<file path="src/rtl/reorder_buffer_if.sv">
// Decode, writeback, query and commit signals of the reorder buffer.
// Slave modport is the ROB itself; master modport is the surrounding core (or a bench).
// Signal names follow the core's established port naming.
interface reorder_buffer_if #(
    parameter int ROB_SIZE = 16,
    parameter int IDX_W    = $clog2(ROB_SIZE)
);
    logic             rob_full;
    logic [IDX_W-1:0] rob_tail_idx;

    logic             de_in_en;
    logic [1:0]       de_type;
    logic [4:0]       de_rd;
    logic             de_pred_jump;
    logic [31:0]      de_alt_pc;

    logic             rs_in_en;
    logic [IDX_W-1:0] rs_rob_idx_in;
    logic [31:0]      rs_val_in;
    logic             lsb_in_en;
    logic [IDX_W-1:0] lsb_rob_idx_in;
    logic [31:0]      lsb_val_in;

    logic [IDX_W-1:0] qj_idx_in;
    logic [IDX_W-1:0] qk_idx_in;
    logic             qj_ready;
    logic             qk_ready;
    logic [31:0]      qj_val;
    logic [31:0]      qk_val;

    logic             cm_reg_en;
    logic [4:0]       cm_rd;
    logic [31:0]      cm_val;
    logic [IDX_W-1:0] cm_rob_idx;
    logic             cm_store_en;
    logic [IDX_W-1:0] cm_store_idx;
    logic             roll_back;
    logic [31:0]      roll_back_pc;

    modport slave (
        input  de_in_en, de_type, de_rd, de_pred_jump, de_alt_pc,
        input  rs_in_en, rs_rob_idx_in, rs_val_in,
        input  lsb_in_en, lsb_rob_idx_in, lsb_val_in,
        input  qj_idx_in, qk_idx_in,
        output rob_full, rob_tail_idx,
        output qj_ready, qk_ready, qj_val, qk_val,
        output cm_reg_en, cm_rd, cm_val, cm_rob_idx,
        output cm_store_en, cm_store_idx, roll_back, roll_back_pc
    );

    modport master (
        output de_in_en, de_type, de_rd, de_pred_jump, de_alt_pc,
        output rs_in_en, rs_rob_idx_in, rs_val_in,
        output lsb_in_en, lsb_rob_idx_in, lsb_val_in,
        output qj_idx_in, qk_idx_in,
        input  rob_full, rob_tail_idx,
        input  qj_ready, qk_ready, qj_val, qk_val,
        input  cm_reg_en, cm_rd, cm_val, cm_rob_idx,
        input  cm_store_en, cm_store_idx, roll_back, roll_back_pc
    );
endinterface

</file>
<file path="src/rtl/reorder_buffer.sv">
// In-order retirement buffer: allocates in program order, accepts out-of-order writebacks, commits one entry per cycle.
// Latency: writeback at edge N on the head entry -> commit pulse visible the cycle after edge N+1; queries are combinational.
// Backpressure: rob_full (registered count only) blocks allocation; rdy_in low freezes all state and clears pulses.
module reorder_buffer #(
    parameter int ROB_SIZE = 16
) (
    input  logic           clk,
    input  logic           rst_in,
    input  logic           rdy_in,
    reorder_buffer_if.slave rob
);
    localparam int IDX_W = $clog2(ROB_SIZE);
    localparam int CNT_W = IDX_W + 1;
    localparam logic [1:0] TY_STORE  = 2'd1;
    localparam logic [1:0] TY_BRANCH = 2'd2;

    // Per-entry storage
    logic [ROB_SIZE-1:0] busy_q, ready_q, pred_q;
    logic [1:0]          type_q   [ROB_SIZE];
    logic [4:0]          rd_q     [ROB_SIZE];
    logic [31:0]         alt_pc_q [ROB_SIZE];
    logic [31:0]         val_q    [ROB_SIZE];

    logic [IDX_W-1:0] head_q, tail_q;
    logic [CNT_W-1:0] count_q;

    // Registered commit/flush outputs
    logic             cm_reg_en_q, cm_store_en_q, rb_q;
    logic [4:0]       cm_rd_q;
    logic [31:0]      cm_val_q, rb_pc_q;
    logic [IDX_W-1:0] cm_rob_idx_q, cm_store_idx_q;

    logic full, active, do_alloc, do_rs_wb, do_lsb_wb, do_commit, mispredict;

    assign full       = (count_q == CNT_W'(ROB_SIZE));
    // A flush pulse cycle behaves like a bubble: the new stream starts after it.
    assign active     = rdy_in && !rb_q;
    assign do_alloc   = active && rob.de_in_en && !full;
    assign do_rs_wb   = active && rob.rs_in_en  && busy_q[rob.rs_rob_idx_in];
    assign do_lsb_wb  = active && rob.lsb_in_en && busy_q[rob.lsb_rob_idx_in];
    assign do_commit  = active && busy_q[head_q] && ready_q[head_q];
    assign mispredict = do_commit && (type_q[head_q] == TY_BRANCH)
                        && (val_q[head_q][0] != pred_q[head_q]);

    // Control state: pointers, occupancy, busy/ready flags and commit/flush pulses
    always_ff @(posedge clk) begin
        if (rst_in) begin
            busy_q         <= '0;
            ready_q        <= '0;
            head_q         <= '0;
            tail_q         <= '0;
            count_q        <= '0;
            cm_reg_en_q    <= 1'b0;
            cm_rd_q        <= '0;
            cm_val_q       <= '0;
            cm_rob_idx_q   <= '0;
            cm_store_en_q  <= 1'b0;
            cm_store_idx_q <= '0;
            rb_q           <= 1'b0;
            rb_pc_q        <= '0;
        end else begin
            cm_reg_en_q    <= 1'b0;
            cm_rd_q        <= '0;
            cm_val_q       <= '0;
            cm_rob_idx_q   <= '0;
            cm_store_en_q  <= 1'b0;
            cm_store_idx_q <= '0;
            rb_q           <= 1'b0;
            rb_pc_q        <= '0;
            if (mispredict) begin
                busy_q  <= '0;
                head_q  <= '0;
                tail_q  <= '0;
                count_q <= '0;
                rb_q    <= 1'b1;
                rb_pc_q <= alt_pc_q[head_q];
            end else begin
                if (do_alloc) begin
                    busy_q[tail_q]  <= 1'b1;
                    ready_q[tail_q] <= 1'b0;
                    tail_q          <= tail_q + IDX_W'(1);
                end
                if (do_rs_wb)  ready_q[rob.rs_rob_idx_in]  <= 1'b1;
                if (do_lsb_wb) ready_q[rob.lsb_rob_idx_in] <= 1'b1;
                if (do_commit) begin
                    busy_q[head_q] <= 1'b0;
                    head_q         <= head_q + IDX_W'(1);
                    if (type_q[head_q] == TY_STORE) begin
                        cm_store_en_q  <= 1'b1;
                        cm_store_idx_q <= head_q;
                    end else if (type_q[head_q] != TY_BRANCH) begin
                        cm_reg_en_q  <= 1'b1;
                        cm_rd_q      <= rd_q[head_q];
                        cm_val_q     <= val_q[head_q];
                        cm_rob_idx_q <= head_q;
                    end
                end
                count_q <= count_q + CNT_W'(do_alloc) - CNT_W'(do_commit);
            end
        end
    end

    // Entry payload: only meaningful while busy, so it needs no reset
    always_ff @(posedge clk) begin
        if (do_alloc) begin
            type_q[tail_q]   <= rob.de_type;
            rd_q[tail_q]     <= rob.de_rd;
            pred_q[tail_q]   <= rob.de_pred_jump;
            alt_pc_q[tail_q] <= rob.de_alt_pc;
        end
        if (do_rs_wb)  val_q[rob.rs_rob_idx_in]  <= rob.rs_val_in;
        if (do_lsb_wb) val_q[rob.lsb_rob_idx_in] <= rob.lsb_val_in;
    end

    logic        qj_rdy, qk_rdy;
    logic [31:0] qj_v, qk_v;

    // Operand query: stored result first, then same-cycle writeback bypass (ALU over LSB)
    always_comb begin
        qj_rdy = 1'b0;
        qj_v   = '0;
        qk_rdy = 1'b0;
        qk_v   = '0;
        if (busy_q[rob.qj_idx_in] && ready_q[rob.qj_idx_in]) begin
            qj_rdy = 1'b1;
            qj_v   = val_q[rob.qj_idx_in];
        end else if (rob.rs_in_en && rob.rs_rob_idx_in == rob.qj_idx_in) begin
            qj_rdy = 1'b1;
            qj_v   = rob.rs_val_in;
        end else if (rob.lsb_in_en && rob.lsb_rob_idx_in == rob.qj_idx_in) begin
            qj_rdy = 1'b1;
            qj_v   = rob.lsb_val_in;
        end
        if (busy_q[rob.qk_idx_in] && ready_q[rob.qk_idx_in]) begin
            qk_rdy = 1'b1;
            qk_v   = val_q[rob.qk_idx_in];
        end else if (rob.rs_in_en && rob.rs_rob_idx_in == rob.qk_idx_in) begin
            qk_rdy = 1'b1;
            qk_v   = rob.rs_val_in;
        end else if (rob.lsb_in_en && rob.lsb_rob_idx_in == rob.qk_idx_in) begin
            qk_rdy = 1'b1;
            qk_v   = rob.lsb_val_in;
        end
    end

    assign rob.rob_full     = full;
    assign rob.rob_tail_idx = tail_q;
    assign rob.qj_ready     = qj_rdy;
    assign rob.qj_val       = qj_v;
    assign rob.qk_ready     = qk_rdy;
    assign rob.qk_val       = qk_v;
    assign rob.cm_reg_en    = cm_reg_en_q;
    assign rob.cm_rd        = cm_rd_q;
    assign rob.cm_val       = cm_val_q;
    assign rob.cm_rob_idx   = cm_rob_idx_q;
    assign rob.cm_store_en  = cm_store_en_q;
    assign rob.cm_store_idx = cm_store_idx_q;
    assign rob.roll_back    = rb_q;
    assign rob.roll_back_pc = rb_pc_q;
endmodule
</file>
<file path="src/flat_wrapper.sv">
// flat-port wrapper written by rule: the top's interface ports become plain ports
module reorder_buffer_flat 
#(
    parameter int ROB_SIZE = 16
)
  (clk, rst_in, rdy_in, rob_de_in_en, rob_de_type, rob_de_rd, rob_de_pred_jump, rob_de_alt_pc, rob_rs_in_en, rob_rs_rob_idx_in, rob_rs_val_in, rob_lsb_in_en, rob_lsb_rob_idx_in, rob_lsb_val_in, rob_qj_idx_in, rob_qk_idx_in, rob_rob_full, rob_rob_tail_idx, rob_qj_ready, rob_qk_ready, rob_qj_val, rob_qk_val, rob_cm_reg_en, rob_cm_rd, rob_cm_val, rob_cm_rob_idx, rob_cm_store_en, rob_cm_store_idx, rob_roll_back, rob_roll_back_pc);
  reorder_buffer_if #(.ROB_SIZE(ROB_SIZE)) rob_i ();
  input  logic clk;
  input  logic rst_in;
  input  logic rdy_in;
  input wire logic [$bits(rob_i.de_in_en)-1:0] rob_de_in_en;
  input wire logic [$bits(rob_i.de_type)-1:0] rob_de_type;
  input wire logic [$bits(rob_i.de_rd)-1:0] rob_de_rd;
  input wire logic [$bits(rob_i.de_pred_jump)-1:0] rob_de_pred_jump;
  input wire logic [$bits(rob_i.de_alt_pc)-1:0] rob_de_alt_pc;
  input wire logic [$bits(rob_i.rs_in_en)-1:0] rob_rs_in_en;
  input wire logic [$bits(rob_i.rs_rob_idx_in)-1:0] rob_rs_rob_idx_in;
  input wire logic [$bits(rob_i.rs_val_in)-1:0] rob_rs_val_in;
  input wire logic [$bits(rob_i.lsb_in_en)-1:0] rob_lsb_in_en;
  input wire logic [$bits(rob_i.lsb_rob_idx_in)-1:0] rob_lsb_rob_idx_in;
  input wire logic [$bits(rob_i.lsb_val_in)-1:0] rob_lsb_val_in;
  input wire logic [$bits(rob_i.qj_idx_in)-1:0] rob_qj_idx_in;
  input wire logic [$bits(rob_i.qk_idx_in)-1:0] rob_qk_idx_in;
  output wire logic [$bits(rob_i.rob_full)-1:0] rob_rob_full;
  output wire logic [$bits(rob_i.rob_tail_idx)-1:0] rob_rob_tail_idx;
  output wire logic [$bits(rob_i.qj_ready)-1:0] rob_qj_ready;
  output wire logic [$bits(rob_i.qk_ready)-1:0] rob_qk_ready;
  output wire logic [$bits(rob_i.qj_val)-1:0] rob_qj_val;
  output wire logic [$bits(rob_i.qk_val)-1:0] rob_qk_val;
  output wire logic [$bits(rob_i.cm_reg_en)-1:0] rob_cm_reg_en;
  output wire logic [$bits(rob_i.cm_rd)-1:0] rob_cm_rd;
  output wire logic [$bits(rob_i.cm_val)-1:0] rob_cm_val;
  output wire logic [$bits(rob_i.cm_rob_idx)-1:0] rob_cm_rob_idx;
  output wire logic [$bits(rob_i.cm_store_en)-1:0] rob_cm_store_en;
  output wire logic [$bits(rob_i.cm_store_idx)-1:0] rob_cm_store_idx;
  output wire logic [$bits(rob_i.roll_back)-1:0] rob_roll_back;
  output wire logic [$bits(rob_i.roll_back_pc)-1:0] rob_roll_back_pc;
  assign rob_i.de_in_en = rob_de_in_en;
  assign rob_i.de_type = rob_de_type;
  assign rob_i.de_rd = rob_de_rd;
  assign rob_i.de_pred_jump = rob_de_pred_jump;
  assign rob_i.de_alt_pc = rob_de_alt_pc;
  assign rob_i.rs_in_en = rob_rs_in_en;
  assign rob_i.rs_rob_idx_in = rob_rs_rob_idx_in;
  assign rob_i.rs_val_in = rob_rs_val_in;
  assign rob_i.lsb_in_en = rob_lsb_in_en;
  assign rob_i.lsb_rob_idx_in = rob_lsb_rob_idx_in;
  assign rob_i.lsb_val_in = rob_lsb_val_in;
  assign rob_i.qj_idx_in = rob_qj_idx_in;
  assign rob_i.qk_idx_in = rob_qk_idx_in;
  assign rob_rob_full = rob_i.rob_full;
  assign rob_rob_tail_idx = rob_i.rob_tail_idx;
  assign rob_qj_ready = rob_i.qj_ready;
  assign rob_qk_ready = rob_i.qk_ready;
  assign rob_qj_val = rob_i.qj_val;
  assign rob_qk_val = rob_i.qk_val;
  assign rob_cm_reg_en = rob_i.cm_reg_en;
  assign rob_cm_rd = rob_i.cm_rd;
  assign rob_cm_val = rob_i.cm_val;
  assign rob_cm_rob_idx = rob_i.cm_rob_idx;
  assign rob_cm_store_en = rob_i.cm_store_en;
  assign rob_cm_store_idx = rob_i.cm_store_idx;
  assign rob_roll_back = rob_i.roll_back;
  assign rob_roll_back_pc = rob_i.roll_back_pc;
  reorder_buffer #(.ROB_SIZE(ROB_SIZE)) u_core (.clk(clk), .rst_in(rst_in), .rdy_in(rdy_in), .rob(rob_i));
endmodule
</file>
<file path="config.mk">
export PLATFORM = sky130hd
export DESIGN_NAME = reorder_buffer_flat
export DESIGN_NICKNAME = d
export VERILOG_FILES = /design/src/rtl/reorder_buffer_if.sv /design/src/rtl/reorder_buffer.sv /design/src/flat_wrapper.sv
export SDC_FILE = /design/constraint.sdc
export NUM_CORES = 2
export LEC_CHECK = 0
export BUFFER_PORTS_ARGS = -buffer_cell sky130_fd_sc_hd__buf_2
export CORE_AREA = 2 2 331 333
export DETAILED_ROUTE_END_ITERATION = 8
export DIE_AREA = 0 0 333 335
export GPL_TIMING_DRIVEN = 1
export PLACE_DENSITY = 0.77
export SLEW_MARGIN = 20
export SYNTH_ARGS = -nofsm -noshare
export SYNTH_HDL_FRONTEND = slang
export SYNTH_SLANG_ARGS = --single-unit
</file>
<file path="constraint.sdc">
create_clock -name clk -period 4.1 [get_ports clk]
set_input_delay 0.205 -clock clk [delete_from_list [all_inputs] [get_ports clk]]
set_output_delay 0.205 -clock clk [all_outputs]
set_load 0.005 [all_outputs]
</file>
---- After elaboration in Yosys (flattened, before gate mapping) ----
Memory sizes are Yosys's and may differ from the RTL's. A register that Yosys moved wholly into a read port is not among the register bits.
Cells that the tools add are included.
Widths: inputs -> output; s select.
storage, ports and cells
  register bits after elaboration ......... 104
  RAM bits ................................ 1136
  input port bits ......................... 126
  output and inout bits ................... 151
  word-level logic and storage cells ...... 142
  memories kept ........................... 4
memories
  name             words  bits a word  rd ports  clocked after Yosys merged registers in  write ports  RTL line              text
  u_core.alt_pc_q  16     32           1         1                                        1            reorder_buffer.sv:21  logic [31:0] alt_pc_q [ROB_SIZE];
  u_core.val_q     16     32           3         1                                        2            reorder_buffer.sv:22  logic [31:0] val_q [ROB_SIZE];
  u_core.rd_q      16     5            1         1                                        1            reorder_buffer.sv:20  logic [4:0] rd_q [ROB_SIZE];
  u_core.type_q    16     2            1         1                                        1            reorder_buffer.sv:19  logic [1:0] type_q [ROB_SIZE];
cells by class
  add/sub/neg operators ................... 4
  order comparisons ....................... 10
  eq/ne operators ......................... 9
  muxes and demuxes ....................... 63
  bitwise logic cells ..................... 11
  reduce and logical (&&, ||, !) cells .... 29
operators by type and width
  operator             count
  $mux 32              6
  $mux 16              11
  $or 16x16->16        3
  $bmux 1 s4           9
  $and 16x16->16       2
  $not 16->16          2
  $lt 4x5->1 const B   6
  $mux 1               28
  $logic_and 1x1->1    21
  $bwmux 16            1
  $demux 1 s4          4
  $eq 4x4->1           4
  $ge 4x1->1 const B   4
  $mux 4               4
  $add 4x1->4 const B  2
  $reduce_or 4->1      2
  $add 5x1->5          1
  $eq 5x5->1 const B   1
  $reduce_or 5->1      1
  $sub 5x1->5          1
  $not 1->1            4
  $reduce_or 2->1      2
  $reduce_or 3->1      1
  $eq 2x1->1 const B   1
  other kinds (4)      5

---- Logic depth before layout (Yosys ltp) ----
  depth in word-level cells ............... 15
  mapped depth ............................ 19
  mapped depth without buffers ............ 16

---- Least setup slack after synthesis ----
Ideal clock, no wire load.
  path type ............................... input to register
  from .................................... input rob_rs_rob_idx_in[0]
  to ...................................... register u_core.ready_q[11]
  setup time .............................. 60 ps
  arrival time ............................ 3760 ps
  required time ........................... 4040 ps
  path slack .............................. 280 ps
  cell stages on the path ................. 6
  buffers on the path ..................... 1
  cells stage by stage .................... clkbuf_1 -> mux4_2 -> nand3_1 -> o21ai_0 -> and2_1 -> a32o_1
between the ends
  word-level cells in the longest chain between the ends .. 10
  elaborated cells between the ends (all ways) .. 14
  those cells by class .................... order compare: 2; mux: 8; bitwise: 2; reduce/logical: 2
RTL lines
  what                                                                   RTL line              text
  start: declaration                                                     flat_wrapper.sv:17    input wire logic [$bits(rob_i.rs_rob_idx_in)-1:0] rob_rs_rob_idx_in;
  $lt 4x5->1 (not written as such) / $ge 4x1->1 (equally long branches)  reorder_buffer.sv:83  if (do_rs_wb) ready_q[rob.rs_rob_idx_in] <= 1'b1;
  $logic_and 1x1->1 (not written as such)                                reorder_buffer.sv:83
  $mux 1 (not written as such)                                           reorder_buffer.sv:83
  $demux 1 s4                                                            --
  $or 16x16->16 (no line)                                                --
  $mux 16 (*)                                                            reorder_buffer.sv:83
  $mux 16 (*)                                                            reorder_buffer.sv:70  if (mispredict) begin
  $mux 16 (*)                                                            reorder_buffer.sv:47  if (rst_in) begin
  $or 16x16->16 (no line)                                                --
  $mux 16 (*)                                                            reorder_buffer.sv:84  if (do_lsb_wb) ready_q[rob.lsb_rob_idx_in] <= 1'b1;
  end signal: assignment                                                 reorder_buffer.sv:49  ready_q <= '0;
  end signal: indexed assignment                                         reorder_buffer.sv:83
  end signal: indexed assignment                                         reorder_buffer.sv:84
  end: declaration                                                       reorder_buffer.sv:18  logic [ROB_SIZE-1:0] busy_q, ready_q, pred_q;
Mark *: on every way between the ends. The rest lies on a longest branch, timed or not. The select of a mux whose other input is x is not followed.
A chain may end at the register's enable or synchronous reset.

---- Worst setup path after layout ----
  from .................................... register u_core.busy_q[5]
  to ...................................... output rob_qj_val[3]
between the ends
  word-level cells in the longest chain between the ends .. 4
RTL lines
  what                              RTL line               text
  start: declaration                reorder_buffer.sv:18
  start signal: assignment          reorder_buffer.sv:48   busy_q <= '0;
  start signal: assignment          reorder_buffer.sv:71   busy_q <= '0;
  start signal: indexed assignment  reorder_buffer.sv:79   busy_q[tail_q] <= 1'b1;
  $bmux 1 s4                        reorder_buffer.sv:124  if (busy_q[rob.qj_idx_in] && ready_q[rob.qj_idx_in]) begin
  $mux 1 (not written as such)      reorder_buffer.sv:124
  $logic_and 1x1->1                 reorder_buffer.sv:124
  $mux 32                           reorder_buffer.sv:124
  end: declaration                  flat_wrapper.sv:28     output wire logic [$bits(rob_i.qj_val)-1:0] rob_qj_val;
Every way passes these cells. The select of a mux whose other input is x is not followed.

==> impl_results.md <==
* Die area at 0.112 sq mm
* Fmax at 252 MHz
* Final ANT Viol Nets at 0
* Most frequent cells in the layout: edfxtp_1, mux4_2, mux2_2, buf_2, clkbuf_16
* Number of distinct library cells after synthesis at 63
* Largest net degree at the start of global routing at 106
* Total CTS buffers at 135
* TNS Setup at 0 ns
* PD cells at 396 mW/mm^2
* CP Class: reg -> out
* Leakage power at 0.0237 uW
* Max Cap Viol at 0
* Core Region at 0.108 sq mm
* Crit start category: flop
* GRT Total Usage at 34.8%
* Crit end category: output port
* Synthesized cell area at 0.0642 sq mm
* Area occupied by multi-input gates at 0.0256 sq mm
* Area delta synth->final at 13.6%
* Power Total at 28900 uW
* Residual DRC count at 0
* CP Max Fanout at 50
* First-pass iteration count of the detailed router at 6
* Async set-reset flop share out of synthesis at 0%
* VDD IR max at 378 uV
* RSZ-0062 raised after global routing: no
* Vias in the first global route at 40255
* Clock buffer depth at 3
* Rel. slew slack at 20.1%
* Status: finished clean
* Initial antenna violation count at 14
* Final hold violation count at 0
* Post-synth EDFFs at 1152
* Critical path arrival at 3.77 ns
* Vias at 39182
* Slew Limit Fails at 0
* H-tree depth at 4
* PortBufs at 276
* Storage element area at 0.0372 sq mm
* # setup viols final at 0
* CTS root buf: clkbuf_16
* CTS tree: built
* Area contributors post-synth: edfxtp_1, mux4_2, mux2_2
* Via-to-Cell Ratio at 7.47
* Syn Inst Count at 3457
* Final WL at 193000 um
* Die H at 335 um
* Top cell type's share of synthesized area at 53.9%
* Actual slew at the worst max-slew pin at 1.19 ns
* Worst hold path class: in -> reg
* Mapped Nets at 3598
* Skew-Pair Late Insertion Delay at 0.78 ns
* GRT overflow at 0
* Min Tclk post-route at 3.97 ns
* Fill cells at 6802
* RePlAce Congestion at 0.868
* Critical path's largest stage delay at 1.04 ns
* Detail Placement HPWL at 108000 um
* Top_reg_cell synth: edfxtp_1
* Layout cells sized above 1 at 50.6%
* Yosys warns at 0
* Register bit total from synthesis at 1281
* Fin crit share at 96.9%
* Sequential area share after synthesis at 57.9%
* Die width at 333 um
* Final setup skew at 0.0360 ns
* Row Count at 121
* CP Cell Sequence: nand2_1 -> mux4_2 -> mux4_4 -> a21oi_1 -> buf_2
* Post-synth top area cell: edfxtp_1
* First-pass GRT wire length at 278000 um
* Fin util at 67.4%
* Drt wl/cell at 36.7 um
* Fin nets at 3854
* CTS sink cnt at 1281
* Initial DRC Count at 5934
* Worst-path cell with the longest stage delay: mux4_4
* Commonest non-fill, non-tap cell in the layout: edfxtp_1
* I/O pin total at 277
* Clock slew at reported path FFs at 0.06 ns
* Initial Utilization at 59.4%
* Critical Path RT at 3.89 ns
* Syn_area_per_cell at 18.6 sq um
Yosys cell counts (all sizes together) (2+ instances only):
library cell / number
o21ai: 19
a21oi: 69
a22oi: 77
o32ai: 2
xnor2: 7
edfxtp: 1152
and3: 8
o31ai: 12
a31o: 2
nor2b: 85
nand4bb: 2
clkinv: 2
mux2i: 2
o22ai: 2
nor3: 17
or2: 2
buf: 165
o221a: 8
nand4: 2
dfxtp: 129
nand3: 13
xor2: 15
a31oi: 2
o211ai: 2
mux2: 512
inv: 30
nor2: 85
nand2b: 3
clkbuf: 198
nand3b: 2
a32o: 14
nand2: 51
nor4: 2
mux4: 702
ha: 14
nor3b: 6
and2: 21
a2111oi: 9
per-layer routing:
metal,global-route usage [%],share of wire [%],vias to the layer above
met3,9.08,13,613
met4,15.9,4.9,14
li1,-,-,14985
met1,45.6,34,20236
met2,55.2,48,3334
met5,0,0.046,-
sequential cells by signal, indices dropped and copies added, names as in the netlist, 4 cells and up, named ones only:
| register | flops |
|---|---|
| u_core.rob.cm_val | 32 |
| u_core.busy_q | 16 |
| u_core.rob.roll_back_pc | 32 |
| u_core.count_q | 5 |
| u_core.rob.cm_store_idx | 4 |
| u_core.alt_pc_q | 512 |
| u_core.rob.cm_rd | 5 |
| u_core.type_q | 32 |
| u_core.head_q | 4 |
| u_core.rob.cm_rob_idx | 4 |
| u_core.ready_q | 16 |
| u_core.pred_q | 16 |
| u_core.rob.rob_tail_idx | 4 |
| u_core.val_q | 512 |
| u_core.rd_q | 80 |
power by group:
part / switching, uW / internal [uW] / total (uW)
Clock: 5320 / 7300 / 12600
Combinational: 1030 / 907 / 1930
Sequential: 47.5 / 14300 / 14300
layout make-up:
class	count	area share, %
diodes	8	0.0275
clock buffers	185	5.14
clock inverters	65	1.10
inverters	32	0.165
multi-input cells	1781	35.2
flip-flops and latches	1281	51.0
well taps	1414	2.43
repair buffers	482	4.94
worst max-delay path: cells and delay by family (launching register included):
kind | cells | cell delay [ns]
buf+inv | 1 | 0.21
mux | 2 | 1.51
simple gates | 1 | 0.13
flops | 1 | 0.48
compound gates | 1 | 0.63
cells by family after synthesis:
group                      Yosys count  share of synthesized area [%]
muxes                             1216                           33.7
DFF                               1281                           57.9
adders and majority gates           15                          0.304
AOI/OAI and AO/OA                  224                           2.43
xor gates and xnor gates            22                          0.312
and+or+nand+nor                    304                           2.83
buffers and inverters              395                           2.53
final timing paths:
path | slack (ns) | start | cells after the start | to
worst min-delay path | 0.04 | rob_lsb_val_in[9] | 2 | u_core.val_q[4][9]
worst max-delay path | 0.13 | u_core.busy_q[5] | 5 | rob_qj_val[3]
worst min register to register | 0.53 | u_core.ready_q[15] | 2 | u_core.ready_q[15]
worst max register to register | 0.32 | u_core.rob.roll_back | 8 | u_core.val_q[6][16]
timing repair:
action | in CTS | in global routing
hold buffers | 84 | 0
resized for setup | 0 | 0
setup buffers | 0 | 0
endpoints found under the hold margin | 861 | 0
per-stage QoR:
stage	setup WS (ns)	instance area, sq um	cells	hold slack [ns]
finish	0.125	72900	5248	0.0389
global route	0.152	72900	5244	0.0425
CTS	0.203	72900	5239	0.000267
detailed placement	0.745	67500	4905	0.516
global placement	0.791	67500	4905	0.503
floorplan	0.280	64200	3457	0.304
Note: power is estimated with default switching activity, not from simulation.
